$ cat src/rtl/l1_l2_arbiter.sv
// Round-robin arbiter that funnels I-cache and D-cache line misses into one L2.
// A grant latches the winning request, which is then held on the L2 port until l2_resp.
module l1_l2_arbiter #(
  parameter int ADDR_WIDTH = 16,
  parameter int LINE_WIDTH = 128
) (
  input  logic                  clk,
  input  logic                  reset,
  input  logic                  i_read,
  input  logic                  i_write,
  input  logic [ADDR_WIDTH-1:0] i_address,
  input  logic [LINE_WIDTH-1:0] i_wdata,
  output logic [LINE_WIDTH-1:0] i_rdata,
  output logic                  i_resp,
  input  logic                  d_read,
  input  logic                  d_write,
  input  logic [ADDR_WIDTH-1:0] d_address,
  input  logic [LINE_WIDTH-1:0] d_wdata,
  output logic [LINE_WIDTH-1:0] d_rdata,
  output logic                  d_resp,
  output logic                  l2_read,
  output logic                  l2_write,
  output logic [ADDR_WIDTH-1:0] l2_address,
  output logic [LINE_WIDTH-1:0] l2_wdata,
  input  logic [LINE_WIDTH-1:0] l2_rdata,
  input  logic                  l2_resp
);

  typedef enum logic [1:0] {IDLE, SERVE_I, SERVE_D} state_t;

  state_t                state_reg, state_next;
  logic                  last_grant_reg, last_grant_next;  // 0 = I, 1 = D
  logic                  lat_read_reg, lat_read_next;
  logic                  lat_write_reg, lat_write_next;
  logic [ADDR_WIDTH-1:0] lat_address_reg, lat_address_next;
  logic [LINE_WIDTH-1:0] lat_wdata_reg, lat_wdata_next;

  logic i_req, d_req, grant_i, grant_d;

  // A port asserting both read and write is malformed and never wins.
  assign i_req   = i_read ^ i_write;
  assign d_req   = d_read ^ d_write;
  assign grant_i = i_req && (!d_req || last_grant_reg);
  assign grant_d = d_req && (!i_req || !last_grant_reg);

  assign i_rdata = l2_rdata;
  assign d_rdata = l2_rdata;

  always_comb begin
    state_next       = state_reg;
    last_grant_next  = last_grant_reg;
    lat_read_next    = lat_read_reg;
    lat_write_next   = lat_write_reg;
    lat_address_next = lat_address_reg;
    lat_wdata_next   = lat_wdata_reg;
    l2_read          = 1'b0;
    l2_write         = 1'b0;
    l2_address       = '0;
    l2_wdata         = '0;
    i_resp           = 1'b0;
    d_resp           = 1'b0;

    case (state_reg)
      IDLE: begin
        if (grant_i) begin
          state_next       = SERVE_I;
          last_grant_next  = 1'b0;
          lat_read_next    = i_read;
          lat_write_next   = i_write;
          lat_address_next = i_address;
          lat_wdata_next   = i_wdata;
        end else if (grant_d) begin
          state_next       = SERVE_D;
          last_grant_next  = 1'b1;
          lat_read_next    = d_read;
          lat_write_next   = d_write;
          lat_address_next = d_address;
          lat_wdata_next   = d_wdata;
        end
      end
      SERVE_I, SERVE_D: begin
        l2_read    = lat_read_reg;
        l2_write   = lat_write_reg;
        l2_address = lat_address_reg;
        l2_wdata   = lat_wdata_reg;
        if (l2_resp) begin
          state_next = IDLE;
          // The L2 is reset alongside us, so a completion during reset is dropped.
          i_resp     = (state_reg == SERVE_I) && !reset;
          d_resp     = (state_reg == SERVE_D) && !reset;
        end
      end
      default: state_next = IDLE;
    endcase
  end

  always_ff @(posedge clk) begin
    if (reset) begin
      state_reg       <= IDLE;
      last_grant_reg  <= 1'b1;
      lat_read_reg    <= 1'b0;
      lat_write_reg   <= 1'b0;
      lat_address_reg <= '0;
      lat_wdata_reg   <= '0;
    end else begin
      state_reg       <= state_next;
      last_grant_reg  <= last_grant_next;
      lat_read_reg    <= lat_read_next;
      lat_write_reg   <= lat_write_next;
      lat_address_reg <= lat_address_next;
      lat_wdata_reg   <= lat_wdata_next;
    end
  end

endmodule
$ cat config.mk
export PLATFORM = sky130hd
export DESIGN_NAME = l1_l2_arbiter
export DESIGN_NICKNAME = d
export VERILOG_FILES = /design/src/rtl/l1_l2_arbiter.sv
export SDC_FILE = /design/constraint.sdc
export NUM_CORES = 1
export LEC_CHECK = 0
export CAP_MARGIN = 40
export CORE_AREA = 2 2 326 328
export DETAILED_ROUTE_END_ITERATION = 12
export DIE_AREA = 0 0 328 330
export SLEW_MARGIN = 20
export SYNTH_ARGS = -nofsm -noshare
export SYNTH_HDL_FRONTEND = slang
export SYNTH_SLANG_ARGS = --single-unit
$ cat constraint.sdc
create_clock -name clk -period 5.2 [get_ports clk]
set_input_delay 1.04 -clock clk [delete_from_list [all_inputs] [get_ports clk]]
set_output_delay 1.04 -clock clk [all_outputs]
set_load 0.01 [all_outputs]
# Word level (Yosys, flattened, before mapping)
# Index checks and enable logic that the tools add are counted.
[totals] word_cells=49 inputBits=423 regBits=149 output_inout_bits=404
[classes] bitwise_logic=2 n_eq_ne=4 n_reduce_logical=15 mux=22
[ops] op="$mux W128" count=3
[ops] op="$mux W16" count=3
[ops] op="$mux W1" count=12
[ops] op="$mux W2" count=3
[ops] op="$logic_and A1 B1 Y1" count=4
[ops] op="$logic_not A1 Y1" count=4
[ops] op="$pmux W2 S2" count=1
[ops] op="$reduce_and A2 Y1" count=2
[ops] op="$ne A3 B3 Y1 const B" count=1
[ops] op="$eq A2 B1 Y1 const B" count=1
[ops] op="$eq A2 B2 Y1 const B" count=1
[ops] op="$logic_not A2 Y1" count=1
[ops] op="$logic_or A1 B1 Y1" count=2
[ops] op="$ne A2 B2 Y1 const B" count=1
[ops] op="$reduce_bool A2 Y1" count=1
[ops] op="$reduce_or A2 Y1" count=1
[ops] op="$xor A1 B1 Y1" count=2

# Depth between registers and ports, before layout
# Gate-level depths: netlist of run 1.
[depth] depth_word=7 ltp_mapped=8 ltp_nobuf=6

# Worst setup path before layout of run 1
# Ideal clock, no wire load.
[synth_path] kind="input -> output" start="input reset" end="output d_resp" t_required_ns=4.160 path_buffers=2 slack_ns=2.365 path_stages=3 arrival_time_ns=1.795 cell_sequence="clkbuf_1 > clkbuf_1 > and4b_1"
[synth_via] elab_chain_len=4
[synth_rtl] element="from (decl)" line="8" source="input logic reset,"
[synth_rtl] element="$logic_not A1 Y1" line="90" source="d_resp = (state_reg == SERVE_D) && !reset;"
[synth_rtl] element="$logic_and A1 B1 Y1" line="90"
[synth_rtl] element="$mux W1" line="86" source="if (l2_resp) begin"
[synth_rtl] element="$mux W1" line="63" source="case (state_reg)"
[synth_rtl] element="to (decl)" line="20" source="output logic d_resp,"
# No other way between the ends.

# Worst setup path in the final report of run 1
[layout_path] start="register state_reg[0]" end="output l2_wdata[6]"
[layout_via] elab_chain_len=3 elab_cells_between_ends=4 classes_between="eq/ne: 2; mux: 1; reduce/logical: 1"
[layout_rtl] element="from (decl)" line="31" source="state_t state_reg, state_next;"
[layout_rtl] element="from (signal assigned)" line="106" source="state_reg <= state_next;"
[layout_rtl] element="$eq A2 B1 Y1 / $eq A2 B2 Y1 (equally long branches)" line="63"
[layout_rtl] element="$reduce_or A2 Y1 (*)" line="63"
[layout_rtl] element="$mux W128 (*)" line="63"
[layout_rtl] element="to (decl)" line="24" source="output logic [LINE_WIDTH-1:0] l2_wdata,"
# Every way passes the cells marked *; elsewhere a longest branch is shown, timed or not.

==> out/metrics.yaml, run 1 <==
status: "finished clean"
die_h_um: 330
area_growth_pct: 50.09
cts-buffers-inserted: 17
critPathRequiredTime_ps: 4160
largest_reg_flops: 128
first_pass_iters: 5
cp.buffers_inverters: 3
first_global_vias: 7974
peakVddDrop_v: 0.0001722
cts_hold_buf: 0
syn-instance-count: 1143
period_share: 0.7401
path_cells: "inv_1, ha_4, buf_4, and2_1, clkdlybuf4s50_1"
final_cells: 2687
multiInputGateArea_sq_um: 3691
powerDensity_nw_per_um2: 348.8
synth_top_area_frac: 0.3189
rsz0062_at_grt: "false"
place_congestion: 0.7676
fin_setup_tns_ps: 0
slowest_stage: "clkdlybuf4s50_1"
fill_cells: 11960
drive_above_1_share: 0.1160
core_sq_um: 104700
place_hpwl_um: 41310
fin_nets: 1707
fin_crit_ps: 3849
worstReg2RegEnd: "lat_wdata_reg[39]"
yosys_warnings: 0
synthesis.nets: 1569
finalPower_uw: 4896
critPathLaunchType: "flop"
holdPathStages: 2
start_util: 0.08935
synthArstFlopShare: 0
row_count: 119
fmax_mhz: 259.8
end_kind: "output pin"
grt_pass1_wl_um: 67580
antenna_found_initial: 10
worstPathArrival_ps: 2810
clk_latency_ps: 490
ys_ff_latch: 149
vias_per_cell: 3.123
clock_path_buffers: 2
clock_tree.root_cell: "clkbuf_16"
place_inst: 2652
syn_area_sq_um: 9353
fin_area_sq_um: 14040
htreeDepth: 4
critPathMaxStageDelay_ps: 590
grt_max_degree: 104
synth_commonest_cells: "buf_4, dfxtp_1, a21oi_1, and2_1, inv_1"
yosysUniqueCellTypes: 32
skew_ps: 13.98
final_hold_viol_count: 0
die_w_um: 328
holdPathEnd: "lat_wdata_reg[124]"
io_buffer_count: 442
ys_seq_area_frac: 0.3189
vias: 8392
dieArea_sq_um: 108200
synth_top_flop_cell: "dfxtp_1"
finalMaxSlewViolations: 0
cp_max_fo: 34
grt_usage: 0.09195
synth_edf_count: 0
hold_path.class: "flop to flop"
cts_resized: 0
r2r_slack_ps: 2970
dpl_cell_area_sq_um: 13440
gr-total-overflow: 0
ant_nets: 0
p_leak_uw: 0.004922
tightest_slew_ps: 814.3
postSynthAreaPerCell_sq_um: 8.183
path_class: "flop to output pin"
seqCellArea_sq_um: 2983
reg2reg_from: "last_grant_reg"
drc: 0
slew_headroom: 0.4548
wl_per_cell_um: 19.35
min-delay-start: "lat_wdata_reg[124]"
clkTransAtPathRegs_ps: 70
path_delay_family: "buffers and inverters"
setup_viol: 0
post-cts-setup-buffers: 0
reg2regPathDepth: 4
drt-total-wl_um: 51990
yosysTopAreaCell: "dfxtp_1"
synth.most_common_cell: "buf_4"
synth_area_leaders: "dfxtp_1, buf_4, o221a_2"
drv_cap: 0
cts.sinks: 149
cts_tree: "built"
drt_iter0_drc: 423
ioPinCount: 827
cells by family after synthesis:
family          after synthesis  share of synthesized area
fa+ha+maj                     3                   0.004014
compound gates              304                     0.2475
xor+xnor                      3                   0.003613
buf+inv                     451                     0.2903
flops                       149                     0.3189
simple gates                233                     0.1357
cells in the final DEF (no fill, tap or decap), drive strengths merged, types with 3 or more instances in the layout:
master | synthesis | routed
diode | 0 | 3
inv | 113 | 115
nor2 | 38 | 38
clkinvlp | 0 | 4
clkinv | 0 | 3
o221a | 107 | 107
nand2b | 4 | 4
clkdlybuf4s50 | 0 | 441
and2 | 146 | 146
buf | 290 | 16
nand2 | 40 | 40
clkbuf | 48 | 20
dfxtp | 149 | 149
a21oi | 147 | 147
o21ai | 4 | 4
ha | 3 | 3
a211oi | 38 | 38
per-layer routing:
metal,wire (um),GRT usage,vias up
li1,-,-,3864
met5,80,0.005652,-
met3,7441,0.05729,72
met4,1609,0.04059,2
met2,22940,0.1389,668
met1,19920,0.1017,3786
report_power, final:
part / internal (uW) / switching, uW
combinational: 954 / 996
sequential: 1410 / 222
clock: 705 / 611
final cells by class:
cell class,instances,share of cell area
Antenna cell,3,0.0005348
Clock buffer,20,0.03111
Clock inverter,11,0.009003
Inverter,113,0.03022
Multi-Input combinational cell,543,0.2629
Sequential cell,149,0.2125
Tap cell,1391,0.1240
Timing Repair Buffer,457,0.3297
how the worst max path moves through the flow:
stage	to	from	cells past startpoint
finish	l2_wdata[6]	state_reg[0]	5
global placement	d_resp	l2_resp	3
floorplan	d_resp	reset	3
global route	l2_wdata[6]	state_reg[1]	5
detailed placement	i_resp	l2_resp	3
CTS	l2_wdata[6]	state_reg[0]	5
per-stage QoR:
stage               setup WS, ps  utilization  hold WS (ps)
detailed placement          1386       0.1284         478.9
CTS                         1140       0.1338         496.6
global placement            1372       0.1279         479.3
floorplan                   2365            -         451.2
finish                      1351       0.1341         494.0
global route                1116       0.1341         516.5
worst register-to-register path: cells and delay by family (launching register included):
kind	cells	cell delay, ps
compound gates	2	1220
buf+inv	2	610
flops	1	360
(Power assumes the default switching activity.)
==> run 2: changes to the inputs <==
--- a/config.mk
+++ b/config.mk
@@ -6,9 +6,9 @@
 export NUM_CORES = 1
 export LEC_CHECK = 0
 export CAP_MARGIN = 40
-export CORE_AREA = 2 2 326 328
+export CORE_AREA = 2 2 322 324
 export DETAILED_ROUTE_END_ITERATION = 12
-export DIE_AREA = 0 0 328 330
+export DIE_AREA = 0 0 324 326
 export SLEW_MARGIN = 20
 export SYNTH_ARGS = -nofsm -noshare
 export SYNTH_HDL_FRONTEND = slang
==> constraint.sdc (replaced) <==
create_clock -name clk -period 4 [get_ports clk]
set_input_delay 0.8 -clock clk [delete_from_list [all_inputs] [get_ports clk]]
set_output_delay 0.8 -clock clk [all_outputs]
set_load 0.01 [all_outputs]
==> run 2 against run 1 <==
- highest routed layer is now met4
- final area is 0.48% higher
- non-clock buffer count increased by 8
- combinational power is 35% higher
- setup slack lost 890 ps
- critical path type unchanged
- final cell count about the same
- global-route usage rose by 0.78 points
- clock skew increased by 3.6 ps
- clock power grew 31%
- clock-buffer cell count increased by 1
- first-iteration DRC count up 18%
==> out/metrics.yaml, run 2 (same netlist as run 1, synthesis figures left out) <==
place_congestion: 0.7833
drt_iter0_drc: 499
drc: 0
hold-worst-slack_ps: 489.6
htreeDepth: 4
gr-total-overflow: 0
peakVddDrop_v: 0.0002536
skew_ps: 17.59
status: "finished clean"
slew_headroom: 0.4716
fin_ws_ps: 457.0
fin_crit_ps: 3543
period_share: 0.8857
final_hold_viol_count: 0
clk_latency_ps: 500
largest_reg_flops: 128
first_pass_iters: 5
intPower_uw: 3996
area_growth_pct: 50.81
power_frac_seq: 0.322
row_count: 118
cts_tree: "built"
post-cts-setup-buffers: 0
pwr-share-clk: 0.269
powerDensity_nw_per_um2: 455.7
cts_resized: 0
die_h_um: 326
drv_cap: 0
clock_tree.root_cell: "clkbuf_16"
clkTransAtPathRegs_ps: 80
path_delay_family: "buffers and inverters"
fmax_mhz: 282.3
fill_cells: 11710
drt-total-wl_um: 54910
cts_hold_buf: 0
power_switching_uw: 2432
vias_per_cell: 3.166
slowest_stage: "clkdlybuf4s50_1"
ant_nets: 0
finalMaxSlewViolations: 0
fin_setup_tns_ps: 0
start_util: 0.09115
grt_pass1_wl_um: 70640
critPathLaunchType: "flop"
cp_max_fo: 63
final_util: 0.1375
path_class: "flop to output pin"
top_layer_used: "met4"
switching_share: 0.3783
ioPinCount: 827
dr_wl_met2_um: 24360
p_comb_frac: 0.409
cts-buffers-inserted: 17
p_leak_uw: 0.004977
worstPathArrival_ps: 2740
met1Wirelength_um: 21730
place_inst: 2649
hold_path.class: "flop to flop"
dieArea_sq_um: 105600
first_global_vias: 8137
dp_slack_ps: 681.7
core_sq_um: 102600
wl_per_cell_um: 20.43
clock_path_buffers: 2
final_cells: 2688
fin_nets: 1715
drive_above_1_share: 0.1237
grt_max_degree: 71
antenna_found_initial: 9
cts.sinks: 149
io_buffer_count: 442
place_hpwl_um: 44290
setup_viol: 0
wl_met3_um: 7298
layout.cells.most_common: "clkdlybuf4s50_1"
critPathRequiredTime_ps: 3200
critPathMaxStageDelay_ps: 590
grt_usage: 0.09973
rsz0062_at_grt: "false"
final_cell_mix: "clkdlybuf4s50_1, dfxtp_1, and2_1, a21oi_1, inv_1"
end_kind: "output pin"
die_w_um: 324
vias: 8511
path_cells: "inv_1, ha_4, buf_12, and2_1, clkdlybuf4s50_1"
cp.buffers_inverters: 3
tightest_slew_ps: 792.7
==> run 2: changes by cell type in the layout (fill, tap and decap cells not counted), moves of 2 or more <==
cell	previous run	this run
buf_12	4	6
buf_4	9	17
clkbuf_8	0	2
diode_2	3	6
clkinv_4	1	3
clkinvlp_4	4	2
==> run 2: power groups by stage <==
| stage | sequential (uW) | clock [uW] | combinational, uW |
|---|---|---|---|
| after global placement | 2110 | 0 | 2670 |
| after floorplan | 1960 | 0 | 1620 |
| final | 2070 | 1730 | 2630 |
| after detailed placement | 2120 | 0 | 2680 |
| after CTS | 2090 | 1850 | 2690 |
| after global routing | 2120 | 1870 | 2870 |
==> run 2: area by class of cell <==
class / count / area (sq um) / area share
Inverter: 113 / 424.2 / 0.03007
Sequential cell: 149 / 2983 / 0.2115
Multi-Input combinational cell: 543 / 3691 / 0.2617
Clock buffer: 21 / 460.4 / 0.03264
Timing Repair Buffer: 465 / 4691 / 0.3326
Clock inverter: 11 / 113.9 / 0.008072
Tap cell: 1380 / 1727 / 0.1224
Antenna cell: 6 / 15.01 / 0.001064
==> run 2: per-stage QoR <==
step           area, sq um  total power (uW)
6_report             14100              6428
5_1_grt              14090              6859
4_1_cts              14060              6627
3_5_place_dp         13490              4804
3_3_place_gp         13490              4784
2_1_floorplan         9353              3584
==> run 2: metal layers <==
| metal | global-route usage | vias to the layer above |
|---|---|---|
| met3 | 0.05577 | 68 |
| met1 | 0.1133 | 3870 |
| met2 | 0.1524 | 690 |
| met5 | 0 | - |
| li1 | - | 3883 |
| met4 | 0.04287 | 0 |
==> run 2: final timing paths <==
kind	start	end	slack [ps]	cells after the start
max	state_reg[0]	l2_wdata[104]	460	5
min	lat_write_reg	lat_write_reg	490	2
max reg2reg	state_reg[0]	lat_wdata_reg[8]	1880	7
min reg2reg	lat_write_reg	lat_write_reg	490	2
==> run 2: worst min-delay path, delay by kind of cell (launching register included) <==
family / cells / cell delay (ps)
and+or+nand+nor: 2 / 130
DFF: 1 / 310
